$ cat src/rtl/rx_timer_pkg.sv
// Shared types and default timing constants for the serial receive bit timer.
package rx_timer_pkg;

  typedef enum logic [1:0] {
    IDLE = 2'd0,
    ARM  = 2'd1,
    RUN  = 2'd2
  } rx_timer_state_t;

  localparam int DEF_CNT_BITS      = 4;
  localparam int DEF_CLKS_PER_BIT  = 8;
  localparam int DEF_SAMPLE_POINT  = 3;
  localparam int DEF_BITS_PER_BYTE = 8;

endpackage

$ cat src/rtl/flex_counter.sv
// Rollover counter: counts 1..rollover_val and wraps back to 1; only clear returns it to 0.
module flex_counter #(
  parameter int NUM_CNT_BITS = 4
) (
  input  logic                    clk,
  input  logic                    n_rst,
  input  logic                    clear,
  input  logic                    count_enable,
  input  logic [NUM_CNT_BITS-1:0] rollover_val,
  output logic [NUM_CNT_BITS-1:0] count_out
);

  logic [NUM_CNT_BITS-1:0] count_q;
  logic [NUM_CNT_BITS-1:0] count_d;

  // Clear has priority over enable.
  always_comb begin
    count_d = count_q;
    if (clear) begin
      count_d = '0;
    end else if (count_enable) begin
      if (count_q == rollover_val) begin
        count_d = NUM_CNT_BITS'(1);
      end else begin
        count_d = count_q + NUM_CNT_BITS'(1);
      end
    end
  end

  always_ff @(posedge clk or negedge n_rst) begin
    if (!n_rst) begin
      count_q <= '0;
    end else begin
      count_q <= count_d;
    end
  end

  assign count_out = count_q;

endmodule

$ cat src/rtl/rx_bit_timer.sv
// Receive bit timer: phase counter gives a mid-bit shift strobe, bit counter gives
// byte completion; any data edge while running re-aligns the bit phase.
module rx_bit_timer
  import rx_timer_pkg::*;
#(
  parameter int CNT_BITS      = DEF_CNT_BITS,
  parameter int CLKS_PER_BIT  = DEF_CLKS_PER_BIT,
  parameter int SAMPLE_POINT  = DEF_SAMPLE_POINT,
  parameter int BITS_PER_BYTE = DEF_BITS_PER_BYTE
) (
  input  logic                clk,
  input  logic                n_rst,
  input  logic                enable_timer,
  input  logic                d_edge,
  output logic                shift_strobe,
  output logic                byte_received,
  output logic [CNT_BITS-1:0] bit_index,
  output logic                busy,
  output rx_timer_state_t     dbg_state
);

  localparam logic [CNT_BITS-1:0] CPB_VAL    = CNT_BITS'(CLKS_PER_BIT);
  localparam logic [CNT_BITS-1:0] SAMPLE_VAL = CNT_BITS'(SAMPLE_POINT);
  localparam logic [CNT_BITS-1:0] BPB_VAL    = CNT_BITS'(BITS_PER_BYTE);
  localparam logic [CNT_BITS-1:0] LAST_BIT   = CNT_BITS'(BITS_PER_BYTE - 1);

  rx_timer_state_t     state_q;
  rx_timer_state_t     state_d;
  logic                byte_received_q;
  logic                byte_received_d;
  logic [CNT_BITS-1:0] phase_cnt;
  logic [CNT_BITS-1:0] bit_cnt;
  logic                running;
  logic                phase_clear;
  logic                bit_clear;

  always_comb begin
    state_d = state_q;
    unique case (state_q)
      IDLE: if (enable_timer) state_d = ARM;
      ARM: begin
        if (!enable_timer) begin
          state_d = IDLE;
        end else if (d_edge) begin
          state_d = RUN;
        end
      end
      RUN: if (!enable_timer) state_d = IDLE;
      default: state_d = IDLE;
    endcase
  end

  always_ff @(posedge clk or negedge n_rst) begin
    if (!n_rst) begin
      state_q         <= IDLE;
      byte_received_q <= 1'b0;
    end else begin
      state_q         <= state_d;
      byte_received_q <= byte_received_d;
    end
  end

  assign running = (state_q == RUN);

  // Counters are also cleared on the edge that leaves RUN, so they read 0
  // from the first IDLE cycle and a partial byte is dropped at once.
  assign phase_clear = !running || d_edge || !enable_timer;
  assign bit_clear   = !running || !enable_timer;

  flex_counter #(
    .NUM_CNT_BITS(CNT_BITS)
  ) u_phase_cnt (
    .clk         (clk),
    .n_rst       (n_rst),
    .clear       (phase_clear),
    .count_enable(running),
    .rollover_val(CPB_VAL),
    .count_out   (phase_cnt)
  );

  flex_counter #(
    .NUM_CNT_BITS(CNT_BITS)
  ) u_bit_cnt (
    .clk         (clk),
    .n_rst       (n_rst),
    .clear       (bit_clear),
    .count_enable(shift_strobe),
    .rollover_val(BPB_VAL),
    .count_out   (bit_cnt)
  );

  // Decoded from registered state only, so the strobe is glitch-free.
  assign shift_strobe    = running && (phase_cnt == SAMPLE_VAL);
  assign byte_received_d = running && enable_timer && shift_strobe && (bit_cnt == LAST_BIT);

  assign byte_received = byte_received_q;
  assign bit_index     = bit_cnt;
  assign busy          = (state_q != IDLE);
  assign dbg_state     = state_q;

endmodule
$ cat config.mk
export PLATFORM = sky130hd
export DESIGN_NAME = rx_bit_timer
export DESIGN_NICKNAME = d
export VERILOG_FILES = /design/src/rtl/rx_timer_pkg.sv /design/src/rtl/flex_counter.sv /design/src/rtl/rx_bit_timer.sv
export SDC_FILE = /design/constraint.sdc
export NUM_CORES = 1
export LEC_CHECK = 0
export BUFFER_PORTS_ARGS = -buffer_cell sky130_fd_sc_hd__buf_2
export CORE_UTILIZATION = 45
export DETAILED_ROUTE_END_ITERATION = 7
export HOLD_SLACK_MARGIN = 0.05
export PLACE_DENSITY = 0.71
export SYNTH_ARGS = -nofsm -noshare
export SYNTH_HDL_FRONTEND = slang
export SYNTH_SLANG_ARGS = --single-unit
$ cat constraint.sdc
create_clock -name clk -period 1.43 [get_ports clk]
set_input_delay 0.3575 -clock clk [delete_from_list [all_inputs] [get_ports clk]]
set_output_delay 0.3575 -clock clk [all_outputs]
set_load 0.02 [all_outputs]
==> metrics.yaml <==
routing:
  vias: 490
  drt_pass1_iterations: 4
  wl_per_cell_um: 13.4
  totalWireLength_mm: 1.25
  vias_per_cell: 5.27
  drcViolationCount: 0
  ant_nets: 0
  first_iter_violations: 4
global_routing:
  grt_antenna_before_repair: 0
  grt_use_total: 0.204
  grt_overflow: 0
  grt_pass1_vias: 453
  grt_max_degree: 12
  grt_pass1_wl_mm: 1.95
clock_tree:
  clk_pin_slew_ns: 0.07
  root_buffer: "clkbuf_4"
  clockBufferDepth: 2
  clock-sinks: 11
  cts_buffers: 3
  cts_max_level: 1
  clkLatencyLatePin_ns: 0.27
  tritoncts: "yes"
worst_setup_path:
  r2r_end: "u_bit_cnt.count_out[3]"
  r2r_cells: 5
  crit_fanout: 2
  r2r_slack_ns: 0.10
  end_kind: "primary output"
  crit_arrival_ns: 1.32
  path_cells: "ha_2 > nor3b_4 > and3b_2 > buf_6"
  critPathMaxStageDelay_ns: 0.38
  required_ns: 1.07
  crit_type: "register to primary output"
  worstReg2RegStart: "u_phase_cnt.count_out[0]"
  cp-start-kind: "register"
  slowest_stage: "dfrtp_1"
sta:
  period_needed_ns: 1.68
  slew_viol_final: 0
  rsz0062_at_grt: "yes"
  setup_viol: 2
  period_share: 1.17
  finalClockSkew_ns: 0.00204
  finalWorstSetupSlack_ns: -0.249
  tightest_slew_ns: 0.385
  hold_ws_ns: 0.327
  hold_viol_final: 0
  max_freq_mhz: 596
  slew_headroom: 0.743
pwr:
  peakVddDrop_mv: 0.592
  p_total_uw: 599
  p_leak_nw: 0.380
  p_per_area_nw_per_um2: 741
hold_path:
  worstHoldPathCells: 2
  hold_end: "u_phase_cnt.count_out[3]"
  min_path_type: "input pin to register"
  min-delay-start: "d_edge"
cells_and_area:
  area_growth_syn_to_layout_pct: 35.1
  drive_above_1_share: 0.392
  finalNonFillerCells: 93
  fin_util: 0.690
  nets: 88
  num_antenna_cells: 0
  fillers: 100
floorplan:
  core_area_um2: 1170
  fp.dieArea_um2: 1480
  rows: 12
  ios: 13
  die_x_um: 38.5
  initial_core_util: 0.511
  die_h_um: 38.5
logic_synthesis:
  syn-cell-area_um2: 598
  syn_inst: 53
  synth.distinct_cells: 27
  synth_fp_nets: 61
  synth_edf_count: 0
  synth_area_per_cell_um2: 11.3
  synth.most_common_cell: "dfrtp_1"
  yosysTopAreaCellShare: 0.460
  ys_seq_area_frac: 0.460
  yosys-top-cells-count: "11 x dfrtp_1, 5 x inv_1, 4 x ha_1, 4 x mux2i_1"
  yosys_register_bits: 11
  synth_top_cell_by_area: "dfrtp_1"
  async_flop_share: 1.00
  ys_warn_count: 0
  ys_top_cells_by_area: "dfrtp_1 46%, ha_1 8.4%, mux2i_1 6.7%"
  synthFlopType: "dfrtp_1"
job:
  max-cap-violations: 0
placement:
  place.gp.congestion: 0.782
  post-dp-hpwl_um: 884
  port_buffers: 12
  dp_cells: 85
outcome:
  outcome: "finished with violations"
  violations: "setup timing"
## registers in the layout (all words and copies together), names as in the netlist
| name | cells |
|---|---|
| dbg_state | 2 |
| u_phase_cnt.count_out | 4 |
| byte_received | 1 |
| u_bit_cnt.count_out | 4 |
## how the worst max path moves through the flow
stage / start / endpoint / slack (ns) / cells past startpoint
after floorplan: u_phase_cnt.count_out[0] / shift_strobe / -0.03 / 3
after global placement: u_phase_cnt.count_out[1] / shift_strobe / 0.04 / 4
after detailed placement: u_phase_cnt.count_out[1] / shift_strobe / 0.02 / 4
after CTS: u_phase_cnt.count_out[0] / shift_strobe / -0.26 / 4
after global routing: u_phase_cnt.count_out[0] / shift_strobe / -0.28 / 4
final: u_phase_cnt.count_out[1] / shift_strobe / -0.25 / 4
## metal layers
| layer | vias up | share of wire | track usage | routed length, um |
|---|---|---|---|---|
| li1 | 245 | - | - | - |
| met1 | 231 | 0.44 | 0.232 | 554 |
| met2 | 12 | 0.50 | 0.335 | 629 |
| met3 | 2 | 0.046 | 0.0872 | 57 |
| met4 | 0 | 0.0064 | 0.0776 | 8 |
| met5 | - | 0 | 0 | 0 |
## worst max-delay path, delay by kind of cell (launching register included)
kind,cells,cell delay [ns]
fa+ha+maj,1,0.19
buf+inv,1,0.13
flops,1,0.38
simple gates,2,0.35
## cell usage in the layout (no fill, tap or decap), types with 3 or more instances in the layout
cell type,synthesis,layout
inv_1,5,5
buf_4,0,8
dfrtp_1,11,11
buf_2,0,10
clkbuf_4,0,3
mux2i_1,4,4
buf_6,0,3
## stage by stage
stage	setup slack (ns)	cell area (um^2)	setup TNS, ns
after detailed placement	0.0234	723	0
after CTS	-0.257	787	-0.334
after floorplan	-0.0347	601	-0.0347
final	-0.249	808	-0.252
after global routing	-0.284	808	-0.354
after global placement	0.0351	723	0
## layout make-up
cell class / count / area [um^2] / area share
repair buffers: 22 / 154 / 0.190
inverters: 5 / 18.8 / 0.0232
flip-flops and latches: 11 / 275 / 0.341
clock buffers: 4 / 26.3 / 0.0325
well taps: 14 / 17.5 / 0.0217
multi-input cells: 37 / 317 / 0.392
## what timing repair did
| item | in CTS | in global routing |
|---|---|---|
| pin swaps | 2 | 5 |
| resized for setup | 4 | 4 |
| hold endpoints to repair | 11 | 0 |
| buffers inserted | 2 | 1 |
| setup endpoints to repair | 2 | 4 |
| hold buffers | 1 | 0 |
## report_power, final
part           internal, mW  switching [mW]  leakage (nW)
logic                0.0349          0.0344         0.213
registers             0.316         0.00564         0.152
clock network         0.108          0.0999        0.0150
total                 0.459           0.140         0.380
## kinds of logic (layout without fill, tap and decap cells)
kind of cell,count (synthesis),in the layout,share of synthesized area
AOI/OAI and AO/OA,11,11,0.130
DFF,11,11,0.460
adders and majority gates,4,4,0.0837
muxes,4,4,0.0669
buffers and inverters,5,31,0.0314
and+or+nand+nor,18,18,0.228
(Power assumes the default switching activity.)
